**config.mk**
```make
export PLATFORM = sky130hd
export DESIGN_NAME = data_memory_interface
export DESIGN_NICKNAME = d
export VERILOG_FILES = /design/src/rtl/data_memory_interface_pkg.sv /design/src/rtl/data_memory_interface_load_store_aligner.sv /design/src/rtl/data_memory_interface.sv
export SDC_FILE = /design/constraint.sdc
export NUM_CORES = 1
export LEC_CHECK = 0
export CORE_AREA = 2 2 115 117
export CTS_BUF_LIST = sky130_fd_sc_hd__clkbuf_8
export DETAILED_ROUTE_END_ITERATION = 12
export DIE_AREA = 0 0 117 119
export PLACE_DENSITY = 0.83
export SYNTH_ARGS = -nofsm -noshare
export SYNTH_HDL_FRONTEND = slang
export SYNTH_SLANG_ARGS = --single-unit
```
**constraint.sdc**
```tcl
create_clock -name i_clock -period 2.9 [get_ports i_clock]
set_input_delay 0.29 -clock i_clock [delete_from_list [all_inputs] [get_ports i_clock]]
set_output_delay 0.29 -clock i_clock [all_outputs]
set_load 0.01 [all_outputs]
```
**src/rtl/data_memory_interface_pkg.sv**
```systemverilog
// Shared constants for the data memory interface: RISC-V load/store funct3
// encodings and the access FSM state encoding.
`ifndef XLEN
`define XLEN 32
`endif

package data_memory_interface_pkg;

   localparam logic [2:0] FUNCT3_LB  = 3'b000;
   localparam logic [2:0] FUNCT3_LH  = 3'b001;
   localparam logic [2:0] FUNCT3_LW  = 3'b010;
   localparam logic [2:0] FUNCT3_LBU = 3'b100;
   localparam logic [2:0] FUNCT3_LHU = 3'b101;
   localparam logic [2:0] FUNCT3_SB  = 3'b000;
   localparam logic [2:0] FUNCT3_SH  = 3'b001;
   localparam logic [2:0] FUNCT3_SW  = 3'b010;

   typedef enum logic [1:0] {
      IDLE      = 2'd0,
      REQUEST   = 2'd1,
      WAIT_RESP = 2'd2,
      COMPLETE  = 2'd3
   } memif_state_t;

endpackage

```
**src/rtl/data_memory_interface_load_store_aligner.sv**
```systemverilog
// Combinational lane steering for byte/half/word accesses: byte enables,
// replicated store data, load extraction with sign/zero extension, and
// illegal / misaligned classification.
// Optional: MISALIGNED_TRAP_EN enables misaligned detection; without it
// misaligned accesses are steered as if the low address bits were zero
// and o_misaligned is tied low.
module load_store_aligner
   import data_memory_interface_pkg::*;
(
   input  logic        i_write,
   input  logic [2:0]  i_funct3,
   input  logic [1:0]  i_addr,
   input  logic [31:0] i_write_data,
   input  logic [31:0] i_read_word,
   output logic [3:0]  o_byte_enable,
   output logic [31:0] o_lane_write_data,
   output logic [31:0] o_read_data,
   output logic        o_misaligned,
   output logic        o_illegal
);

   logic [7:0]  w_byte;
   logic [15:0] w_half;

   // Legal encodings differ between loads and stores.
   always_comb begin
      o_illegal = 1'b0;
      if (i_write) begin
         o_illegal = i_funct3[2] || (i_funct3[1:0] == 2'b11);
      end else begin
         o_illegal = (i_funct3 == 3'b011) || (i_funct3 == 3'b110) || (i_funct3 == 3'b111);
      end
   end

   // Byte enables and store data by access size; lanes follow the address.
   always_comb begin
      o_byte_enable     = 4'b0000;
      o_lane_write_data = i_write_data;
      if (!o_illegal) begin
         case (i_funct3[1:0])
            2'b00: begin
               o_byte_enable     = 4'b0001 << i_addr;
               o_lane_write_data = {4{i_write_data[7:0]}};
            end
            2'b01: begin
               o_byte_enable     = 4'b0011 << {i_addr[1], 1'b0};
               o_lane_write_data = {2{i_write_data[15:0]}};
            end
            2'b10: begin
               o_byte_enable     = 4'b1111;
               o_lane_write_data = i_write_data;
            end
            default: begin
               o_byte_enable     = 4'b0000;
               o_lane_write_data = i_write_data;
            end
         endcase
      end
   end

   // Pick the addressed byte / halfword out of the raw read word.
   always_comb begin
      w_byte = i_read_word[7:0];
      case (i_addr)
         2'd0:    w_byte = i_read_word[7:0];
         2'd1:    w_byte = i_read_word[15:8];
         2'd2:    w_byte = i_read_word[23:16];
         default: w_byte = i_read_word[31:24];
      endcase
      w_half = i_addr[1] ? i_read_word[31:16] : i_read_word[15:0];
   end

   // Sign or zero extension of the selected load lane.
   always_comb begin
      o_read_data = 32'h0;
      case (i_funct3)
         FUNCT3_LB:  o_read_data = {{24{w_byte[7]}}, w_byte};
         FUNCT3_LBU: o_read_data = {24'h0, w_byte};
         FUNCT3_LH:  o_read_data = {{16{w_half[15]}}, w_half};
         FUNCT3_LHU: o_read_data = {16'h0, w_half};
         FUNCT3_LW:  o_read_data = i_read_word;
         default:    o_read_data = 32'h0;
      endcase
   end

   // Halfwords must be 2-byte aligned, words 4-byte aligned.
   always_comb begin
      o_misaligned = 1'b0;
`ifdef MISALIGNED_TRAP_EN
      if (!o_illegal) begin
         case (i_funct3[1:0])
            2'b01:   o_misaligned = i_addr[0];
            2'b10:   o_misaligned = (i_addr != 2'b00);
            default: o_misaligned = 1'b0;
         endcase
      end
`endif
   end

endmodule

```
**src/rtl/data_memory_interface.sv**
```systemverilog
// Data memory interface: turns the core's byte/half/word load/store into a
// single aligned word access over a valid/ready request and a response
// handshake, stalling the core until the access completes or times out.
// Optional: MISALIGNED_TRAP_EN traps misaligned accesses with
// misaligned_error instead of performing them at natural alignment.
//
// state     | meaning
// ----------+-------------------------------------------------------------
// IDLE      | no access; latch a new request when i_req_valid is high
// REQUEST   | o_mem_req_valid high, fields held until i_mem_req_ready
// WAIT_RESP | request accepted, waiting for i_mem_resp_valid or timeout
// COMPLETE  | one-cycle done pulse, result/error flags presented
`ifndef XLEN
`define XLEN 32
`endif

module data_memory_interface
   import data_memory_interface_pkg::*;
#(
   parameter int TIMEOUT_CYCLES = 1023,
   parameter int XLEN           = `XLEN
) (
   input  logic            i_clock,
   input  logic            i_reset,
   input  logic            i_req_valid,
   input  logic            i_req_write,
   input  logic [2:0]      i_req_funct3,
   input  logic [XLEN-1:0] i_req_address,
   input  logic [XLEN-1:0] i_req_write_data,
   output logic [XLEN-1:0] o_read_data,
   output logic            o_stall,
   output logic            o_done,
   output logic            o_bus_error,
   output logic            o_misaligned_error,
   output logic            o_mem_req_valid,
   input  logic            i_mem_req_ready,
   output logic [XLEN-1:0] o_mem_address,
   output logic            o_mem_write_enable,
   output logic [3:0]      o_mem_byte_enable,
   output logic [XLEN-1:0] o_mem_write_data,
   input  logic            i_mem_resp_valid,
   input  logic [XLEN-1:0] i_mem_resp_data
);

   localparam logic [1:0] S_IDLE      = IDLE;
   localparam logic [1:0] S_REQUEST   = REQUEST;
   localparam logic [1:0] S_WAIT_RESP = WAIT_RESP;
   localparam logic [1:0] S_COMPLETE  = COMPLETE;

   // Down-counter reloaded on request acceptance; reaching zero while still
   // waiting means TIMEOUT_CYCLES cycles were spent in WAIT_RESP.
   localparam int              CNT_W      = $clog2(TIMEOUT_CYCLES + 1);
   localparam logic [CNT_W-1:0] TIMER_LOAD = CNT_W'(TIMEOUT_CYCLES - 1);

   logic [1:0]      r_state;
   logic            r_write;
   logic [2:0]      r_funct3;
   logic [XLEN-1:0] r_addr;
   logic [XLEN-1:0] r_wdata;
   logic [CNT_W-1:0] r_timer;
   logic [XLEN-1:0] r_read_data;
   logic            r_bus_error;
`ifdef MISALIGNED_TRAP_EN
   logic            r_misaligned;
`endif

   logic            w_idle;
   logic            w_complete;
   logic            w_bus_active;
   logic            w_al_write;
   logic [2:0]      w_al_funct3;
   logic [1:0]      w_al_addr;
   logic [3:0]      w_byte_enable;
   logic [XLEN-1:0] w_lane_wdata;
   logic [XLEN-1:0] w_load_data;
   logic            w_misaligned;
   logic            w_illegal;

   assign w_idle       = (r_state == S_IDLE);
   assign w_complete   = (r_state == S_COMPLETE);
   assign w_bus_active = (r_state == S_REQUEST) || (r_state == S_WAIT_RESP);

   // In IDLE the aligner classifies the live request so illegal/misaligned
   // accesses can skip the bus; afterwards it works on the latched fields.
   assign w_al_write  = w_idle ? i_req_write       : r_write;
   assign w_al_funct3 = w_idle ? i_req_funct3      : r_funct3;
   assign w_al_addr   = w_idle ? i_req_address[1:0] : r_addr[1:0];

   load_store_aligner u_aligner (
      .i_write           (w_al_write),
      .i_funct3          (w_al_funct3),
      .i_addr            (w_al_addr),
      .i_write_data      (r_wdata),
      .i_read_word       (i_mem_resp_data),
      .o_byte_enable     (w_byte_enable),
      .o_lane_write_data (w_lane_wdata),
      .o_read_data       (w_load_data),
      .o_misaligned      (w_misaligned),
      .o_illegal         (w_illegal)
   );

   // Access FSM, request latch, timeout counter and result capture.
   always_ff @(posedge i_clock) begin
      if (!i_reset) begin
         r_state     <= S_IDLE;
         r_write     <= 1'b0;
         r_funct3    <= 3'b000;
         r_addr      <= '0;
         r_wdata     <= '0;
         r_timer     <= '0;
         r_read_data <= '0;
         r_bus_error <= 1'b0;
`ifdef MISALIGNED_TRAP_EN
         r_misaligned <= 1'b0;
`endif
      end else begin
         case (r_state)
            S_IDLE: begin
               r_timer     <= '0;
               r_read_data <= '0;
               r_bus_error <= 1'b0;
`ifdef MISALIGNED_TRAP_EN
               r_misaligned <= 1'b0;
`endif
               if (i_req_valid) begin
                  r_write  <= i_req_write;
                  r_funct3 <= i_req_funct3;
                  r_addr   <= i_req_address;
                  r_wdata  <= i_req_write_data;
                  if (w_illegal) begin
                     r_bus_error <= 1'b1;
                     r_state     <= S_COMPLETE;
                  end else if (w_misaligned) begin
`ifdef MISALIGNED_TRAP_EN
                     r_misaligned <= 1'b1;
`endif
                     r_state <= S_COMPLETE;
                  end else begin
                     r_state <= S_REQUEST;
                  end
               end
            end
            S_REQUEST: begin
               if (i_mem_req_ready) begin
                  r_timer <= TIMER_LOAD;
                  r_state <= S_WAIT_RESP;
               end
            end
            S_WAIT_RESP: begin
               if (i_mem_resp_valid) begin
                  r_read_data <= r_write ? '0 : w_load_data;
                  r_state     <= S_COMPLETE;
               end else if (r_timer == '0) begin
                  r_read_data <= '0;
                  r_bus_error <= 1'b1;
                  r_state     <= S_COMPLETE;
               end else begin
                  r_timer <= r_timer - 1'b1;
               end
            end
            S_COMPLETE: begin
               r_state <= S_IDLE;
            end
            default: begin
               r_state <= S_IDLE;
            end
         endcase
      end
   end

   assign o_stall     = i_req_valid && !w_complete;
   assign o_done      = w_complete;
   assign o_read_data = w_complete ? r_read_data : '0;
   assign o_bus_error = w_complete && r_bus_error;
`ifdef MISALIGNED_TRAP_EN
   assign o_misaligned_error = w_complete && r_misaligned;
`else
   assign o_misaligned_error = 1'b0;
`endif

   // Bus fields come from the latched request and are quiet outside an access.
   assign o_mem_req_valid    = (r_state == S_REQUEST);
   assign o_mem_address      = w_bus_active ? {r_addr[XLEN-1:2], 2'b00} : '0;
   assign o_mem_write_enable = w_bus_active && r_write;
   assign o_mem_byte_enable  = w_bus_active ? w_byte_enable : 4'b0000;
   assign o_mem_write_data   = w_bus_active ? w_lane_wdata : '0;

endmodule

```
# After elaboration in Yosys (flattened, before gate mapping)
# Cells that the tools add are included.
# op_classes
add_sub_neg	1
n_eq_ne	21
shift	2
muxes	34
reduce_logical	20
# op_table
operator	count
$mux 32	7
$pmux 32 s5	1
$pmux 32 s2	2
$mux 10	3
$pmux 10 s3	1
$pmux 8 s3	1
$mux 16	1
$eq 3x3->1 const B	4
$mux 2	6
$pmux 4 s3	1
$eq 2x2->1 const B	5
$logic_not 10->1	1
$sub 10x1->10 const B	1
$mux 4	2
$pmux 2 s4	1
$eq 2x1->1 const B	3
$eq 3x2->1 const B	2
$logic_not 2->1	3
$mux 1	6
$ne 2x2->1 const B	3
$reduce_and 3->1	2
$logic_or 1x1->1	4
$ne 2x1->1 const B	2
$reduce_and 2->1	2
other kinds (12)	14
# totals
reg_bits	113
in_bits	105
output_inout_bits	106

# Longest topological paths before layout
# Gate-level depths: netlist of the first run.
# depth
ltp_word	9
ltp_mapped	11
mapped_depth_nobuf	7

# Hierarchy
# Synthesis of the first run repeated with hierarchy kept, for this count alone.
# hier_totals
hier_cells	880
hier_area_um2	6621.4
# modules_own_cells
module	instances	cells_per_inst	area_each_um2
data_memory_interface	1	684	5183.7
load_store_aligner	1	196	1437.6

# Worst setup path before layout of the first run
# No wires, ideal clock.
# synth_timing
kind	flip-flop to output port
startpoint	reg r_state[0]
endpoint	out o_mem_write_data[20]
arrival_ps	2305
path_slack_ps	305
stages_incl_launch_ff	11
n_path_buf	4
path_cell_list	dfxtp_1 -> inv_1 -> ha_1 -> buf_2 -> buf_4 -> mux2i_2 -> and3_1 -> clkbuf_1 -> clkbuf_1 -> nand2_1 -> a21boi_0
# synth_via
elab_chain_cells	8
elab_cells_between_ends	19
classes_between	eq/ne: 7; mux: 6; reduce/logical: 6
# synth_rtl
element	line_no	source
start: declaration	data_memory_interface.sv:55	logic [1:0] r_state;
start signal: assignment	data_memory_interface.sv:105	r_state <= S_IDLE;
start signal: assignment	data_memory_interface.sv:132	r_state <= S_COMPLETE;
start signal: assignment	data_memory_interface.sv:137	r_state <= S_COMPLETE;
$logic_not 2->1	data_memory_interface.sv:79	assign w_idle = (r_state == S_IDLE);
$mux 3	data_memory_interface.sv:86	assign w_al_funct3 = w_idle ? i_req_funct3 : r_funct3;
$eq 3x2->1 or $eq 3x3->1 (tied branches)	data_memory_interface_load_store_aligner.sv:31	o_illegal = (i_funct3 == 3'b011) || (i_funct3 == 3'b110) || (i_funct3 == 3'b111);
$logic_or 1x1->1 (2 in a row)	data_memory_interface_load_store_aligner.sv:31	
$mux 1	data_memory_interface_load_store_aligner.sv:28	if (i_write) begin
$mux 32	data_memory_interface_load_store_aligner.sv:39	if (!o_illegal) begin
$mux 32 *	data_memory_interface.sv:186	assign o_mem_write_data = w_bus_active ? w_lane_wdata : '0;
end: declaration	data_memory_interface.sv:40	output logic [XLEN-1:0] o_mem_write_data,
# Every way passes the cells marked *; elsewhere a longest branch is shown, timed or not.

# Worst setup path after layout of the first run
# layout_timing
startpoint	reg r_state[0]
endpoint	out o_mem_write_data[26]
# The elaborated chain is that of the path after synthesis.

==> results of run 1 <==
==> power by group through the flow <==
stage / logic (W) / clock network (W) / registers, W
after floorplan: 0.00240 / 0 / 0.00194
after global routing: 0.00420 / 0.00147 / 0.00201
after global placement: 0.00364 / 0 / 0.00199
final: 0.00387 / 0.00138 / 0.00199
after CTS: 0.00381 / 0.00141 / 0.00198
after detailed placement: 0.00368 / 0 / 0.00200
==> layer usage <==
layer | track usage (%) | up-vias | wire length, µm
li1 | - | 3010 | -
met1 | 32.6 | 2874 | 7690
met2 | 42.9 | 278 | 8870
met3 | 9.16 | 26 | 1750
met4 | 8.90 | 0 | 303
met5 | 0 | - | 0
==> placed cells by master (no fill, tap or decap), types with 15 or more instances in the layout <==
cell type,n
a21boi_0,15
a21oi_1,86
a221o_2,16
and2_1,72
buf_4,24
clkbuf_8,20
clkdlybuf4s50_1,184
dfxtp_1,111
mux2i_1,22
nand2_1,196
nand3_1,16
o21ai_0,19
==> synthesized netlist by cell type (2+ instances only) <==
cell type	n
a21boi_0	16
a21o_1	3
a21oi_1	88
a221o_1	9
a221o_2	16
a221oi_1	7
a22o_1	9
a31oi_1	3
and2_1	73
buf_1	6
buf_2	11
buf_4	4
buf_6	2
clkbuf_1	36
dfxtp_1	113
ha_1	5
inv_1	8
mux2_2	3
mux2i_1	24
mux2i_2	2
nand2_1	198
nand3_1	16
nand3b_1	2
nor2_1	9
nor2b_1	2
nor3_1	8
nor3b_1	3
nor4_1	3
o211a_1	8
o211ai_1	4
o21a_1	2
o21ai_0	19
o21ai_1	2
o22ai_1	8
o31ai_1	3
or4_1	2
xor2_1	2
==> layout make-up <==
class / count / share of cell area, %
inverters: 9 / 0.391
clock buffers: 20 / 3.19
repair buffers: 238 / 27.3
well taps: 176 / 2.55
flip-flops and latches: 113 / 26.2
multi-input cells: 572 / 39.3
clock inverters: 11 / 1.04
==> registers in the layout, summed over array words and instances (netlist names) <==
| register | flops |
|---|---|
| r_write | 1 |
| r_addr | 32 |
| r_wdata | 32 |
| r_funct3 | 3 |
| r_timer | 10 |
| r_bus_error | 1 |
| r_read_data | 32 |
| r_state | 2 |
==> through the flow <==
step / total power, W / setup slack [ps]
floorplan: 0.00434 / 305
global placement: 0.00563 / 189
detailed placement: 0.00568 / 172
CTS: 0.00719 / 0.778
global route: 0.00768 / -55.7
finish: 0.00723 / 51.7
==> path summary, 6_finish.rpt <==
check,end,startpoint,slack (ps)
max,o_mem_write_data[26],r_state[0],50
min reg2reg,r_read_data[3],r_read_data[3],450
min,r_wdata[26],i_req_write_data[26],390
max reg2reg,r_read_data[30],r_state[0],460
==> worst max-delay path: stages, from the launching register on <==
cell	delay, ps
dfxtp_2	350
inv_2	80
ha_4	180
buf_12	150
mux2i_4	310
buf_6	170
buf_4	130
mux2i_1	220
nand2_1	90
o211a_1	140
dlygate4sd2_1	300
==> logic make-up (layout without fill, tap and decap cells) <==
family	count (synthesis)	after routing
AND/OR/NAND/NOR	324	324
AO/OA/AOI/OAI	209	209
flip-flops	113	113
buffers and inverters	68	278
multiplexers	29	29
adder cells (fa/ha/maj)	5	5
XOR/XNOR	2	2
other	1	3
==> what timing repair did <==
item / in CTS / in global routing
gates cloned: 1 / 0
pin swaps: 0 / 1
resized for setup: 28 / 16
buffers inserted: 4 / 1
endpoints found under the setup margin: 27 / 22
==> impl_metrics.ini, run 1 <==
[run_status]
status = complete, no violations

[critical_path]
critPathCaptureType = primary output
ff2ff_path_depth = 9
cp.required_ps = 2610
worstSetupPathType = reg -> out
start_kind = register
worstPathArrival_ps = 2560
crit_path_max_fanout = 16

[pwr]
leakagePower_nw = 3.56
p_per_area_nw_per_um2 = 837
ir_drop_mv = 0.491
comb_power_share_pct = 53.5
switching_share_pct = 41.7
clkPwrFrac_pct = 19.1
intPower_w = 0.00422
switchingPower_w = 0.00301
seqPwrFrac_pct = 27.5

[routing]
drt_pass1_iterations = 5
ant_nets = 0
route.detailed.drc = 0
drt_iter0_markers = 496
num_vias = 6188
vias_per_cell = 5.43
finalWirelength_um = 18600
wl_per_cell_um = 16.3

[sta]
finalSetupViolations = 0
fmax_ghz = 0.351
layout_min_cycle_time_ps = 2850
clock-skew-final_ps = 8.05
hold_slack_ps = 389
setup_tns_ps = 0
tightest_slew_ps = 835
hold_violations = 0
drv_slew = 0
slew_headroom_pct = 44.3
final.period_utilization_pct = 98.2

[yosys]
async_reset_ff_share_pct = 0
yosys.area_share.simple_pct = 25.4
synth_xor_area_share_pct = 0.297
avgSynthCellArea_um2 = 7.85
synth_top_area_share_pct = 38.4
synth.area.mux_share_pct = 5.12
yosys.area.top_type = dfxtp_1
synth_top_family_by_area = simple AND/OR/NAND/NOR gates
synth_area_leaders = dfxtp_1 38%, nand2_1 13%, and2_1 7.7%
synthCells = 751
synth-seq-area-share_pct = 38.4
synth_compound_area_share_pct = 24.6
yosys.cell_types.count = 59
synth_edf_count = 0
synthAdderAreaFrac_pct = 1.06
synth-seq-cells = 113
ys.flop_type = dfxtp_1
syn-cell-area_um2 = 5890
yosysWarnings = 0

[clock_network]
insertion_delay_ps = 440
clkTransAtPathRegs_ps = 70
tritoncts = yes
numCtsBuffers = 17
clkSinkCount = 113
holdBufCountCts = 0
htree_levels = 4
root_buffer = clkbuf_8
cts.path.max_buffers = 2

[cells_and_area]
stdcell_count = 1139
fin_nets = 1061
area_growth_pct = 46.6
finalInstanceArea_um2 = 8640
fillers = 1084
multi_input_area_um2 = 3400
final_util_pct = 67.1
num_antenna_cells = 0
seqCellArea_um2 = 2260
layout-drive-gt1-share_pct = 10.8

[placement]
dpl.hpwl_um = 12500
dp.cells = 1102
portBuffers = 207
placed_cell_area_um2 = 8160
gp_congestion = 0.820

[grt]
grt_max_degree = 75
global_route.overflow_total = 0
first_global_vias = 5838
grt_first_pass_wirelength_um = 29300
track_usage_pct = 26.5
antenna_found_initial = 0

[worst_hold_path]
hold_class = in -> reg
hold_depth = 3

[floorplanning]
rows = 42
coreArea_um2 = 12900
start_util_pct = 45.8
die_h_um = 119
die_x_um = 117
design.die.area_um2 = 13900
io_pins = 211

[job]
cap_violations = 0
(Power assumes the default switching activity.)
==> inputs of run 2 (changes only) <==
- CELL_PAD_IN_SITES_DETAIL_PLACEMENT: default -> 0
- CELL_PAD_IN_SITES_GLOBAL_PLACEMENT: default -> 1
- CORE_AREA: 2 2 115 117 -> 2 2 137 139
- DIE_AREA: 0 0 117 119 -> 0 0 139 141
- PLACE_DENSITY: 0.83 -> default
- PLACE_DENSITY_LB_ADDON: default -> 0.1
- SLEW_MARGIN: default -> 30
==> run 2 against run 1 <==
Effect of this change:
- clock power grew 17%
- global-route usage fell by 6.4 points
- clock skew increased by 1.4 ps
==> impl_metrics.ini, run 2 (synthesis results as in run 1) <==
[critical_path]
start_kind = register
crit_path_start = r_state[0]
critPathTopFamily = buffers and inverters
r2r_setup_slack_ps = 360
slowest_stage = dfxtp_2
cp.required_ps = 2610
endpoint = o_mem_write_data[29]
worstPathArrival_ps = 2450
critPathCaptureType = primary output
timing.rr.start = r_state[0]
cp_cell_sequence = inv_2 > ha_4 > buf_4 > mux2i_4 > buf_6 > buf_4 > mux2i_1 > nand2_1 > o211a_1 > dlygate4sd2_1
cpPeakStageDelay_ps = 350
worst-path-buf-inv = 5
r2r_end = r_read_data[27]
crit_path_max_fanout = 8
worstSetupPathType = reg -> out
cp.depth = 10
ff2ff_path_depth = 9
cpMostUsedCell = buf_4

[sta]
timing.final.ws_setup_ps = 157
layout_min_cycle_time_ps = 2740
tightest_slew_ps = 850
fmax_ghz = 0.365
final.period_utilization_pct = 94.6
slew_headroom_pct = 43.3
rsz0062_at_grt = no
clock-skew-final_ps = 9.49
drv_slew = 0
hold_violations = 0
finalSetupViolations = 0
setup_tns_ps = 0

[clock_network]
insertion_delay_ps = 440
root_buffer = clkbuf_8
cts.path.max_buffers = 2
htree_levels = 4
clkTransAtPathRegs_ps = 80
holdBufCountCts = 0
clkSinkCount = 113
tritoncts = yes
numCtsBuffers = 17

[placement]
dpl.hpwl_um = 13900
dp.cells = 1161
dp_slack_ps = 176
gp_congestion = 0.804
portBuffers = 207

[job]
cap_violations = 0

[pwr]
p_total_w = 0.00751
p_per_area_nw_per_um2 = 853
ir_drop_mv = 0.474
leakagePower_nw = 3.57

[routing]
drt_pass1_iterations = 5
num_vias = 6194
wl_per_cell_um = 16.6
ant_nets = 0
finalWirelength_um = 19900
drt_iter0_markers = 347
route.detailed.drc = 0
vias_per_cell = 5.17

[worst_hold_path]
hold_class = in -> reg
hold_depth = 3

[cells_and_area]
stdcell_count = 1199
fin_nets = 1062
area_growth_pct = 49.2
layout-drive-gt1-share_pct = 11.4
layout_commonest_cell = nand2_1
largest_registers = r_addr (32), r_read_data (32), r_wdata (32)
num_antenna_cells = 0
final_cell_mix = 196 x nand2_1, 179 x clkdlybuf4s50_1, 111 x dfxtp_1
final_util_pct = 48.1

[grt]
first_global_vias = 6030
track_usage_pct = 20.1
grt_first_pass_wirelength_um = 31800
grt_max_degree = 75
antenna_found_initial = 0
global_route.overflow_total = 0

[floorplanning]
die_x_um = 139
coreArea_um2 = 18300
rows = 50
die_h_um = 141
io_pins = 211
start_util_pct = 32.3
design.die.area_um2 = 19600

[run_status]
status = complete, no violations
[run 2: changes by cell type in the layout (fill, tap and decap cells not counted), sizes merged]
cell / delta
clkbuf: +2
clkdlybuf4s15: -1
buf: +1
bufinv: +2
dlygate4sd2: +10
dlymetal6s2s: -5
clkdlybuf4s50: -5
clkinvlp: -2
[run 2: power by group]
group          leakage [nW]  internal, W  switching (W)  total (W)
clock network         0.223     0.000932       0.000683    0.00162
registers             0.922      0.00179       0.000189    0.00198
logic                  2.42      0.00170        0.00221    0.00391
[run 2: cell type report]
class	count	area, µm²
repair buffers	239	2340
fillers	1827	9470
inverters	9	33.8
clock buffers	21	289
multi-input cells	572	3430
clock inverters	11	135
flip-flops and latches	113	2260
well taps	234	293
[run 2: worst min-delay path by stage]
stage                         from        endpoint  slack, ps
4_1_cts          i_req_address[27]      r_addr[27]        360
2_1_floorplan       r_read_data[0]  r_read_data[0]        420
3_3_place_gp        r_read_data[1]  r_read_data[1]        440
5_1_grt          i_req_address[11]      r_addr[11]        370
6_report       i_req_write_data[5]      r_wdata[5]        390
3_5_place_dp        r_read_data[6]  r_read_data[6]        440
[run 2: per-stage QoR]
stage / area [µm²] / hold WS, ps
2_1_floorplan: 5900 / 417
3_3_place_gp: 8270 / 435
3_5_place_dp: 8270 / 440
4_1_cts: 8740 / 362
5_1_grt: 8790 / 369
6_report: 8790 / 386
[run 2: worst reg2reg max path, cell delays in order (launching register included)]
cell and delay, ps:
dfxtp_2 350, inv_2 80, ha_4 200, buf_6 210
nor3b_1 410, nor2_1 120, a311o_1 350, a2111oi_4 360
buf_4 270, a221o_2 140
[run 2: timing repair]
action,in CTS,in global routing
endpoints found under the hold margin,0,0
setup buffers,3,3
pin swaps,1,0
gates resized for setup,39,13
setup endpoints to repair,28,4
gates cloned,0,0
[run 2: per-layer routing]
layer  track usage (%)  up-vias  share of wire, %
li1                  -     3014                 -
met1              25.6     2925                45
met2              32.3      222                45
met3              5.91       33               7.3
met4              7.87        0               2.4
met5                 0        -                 0
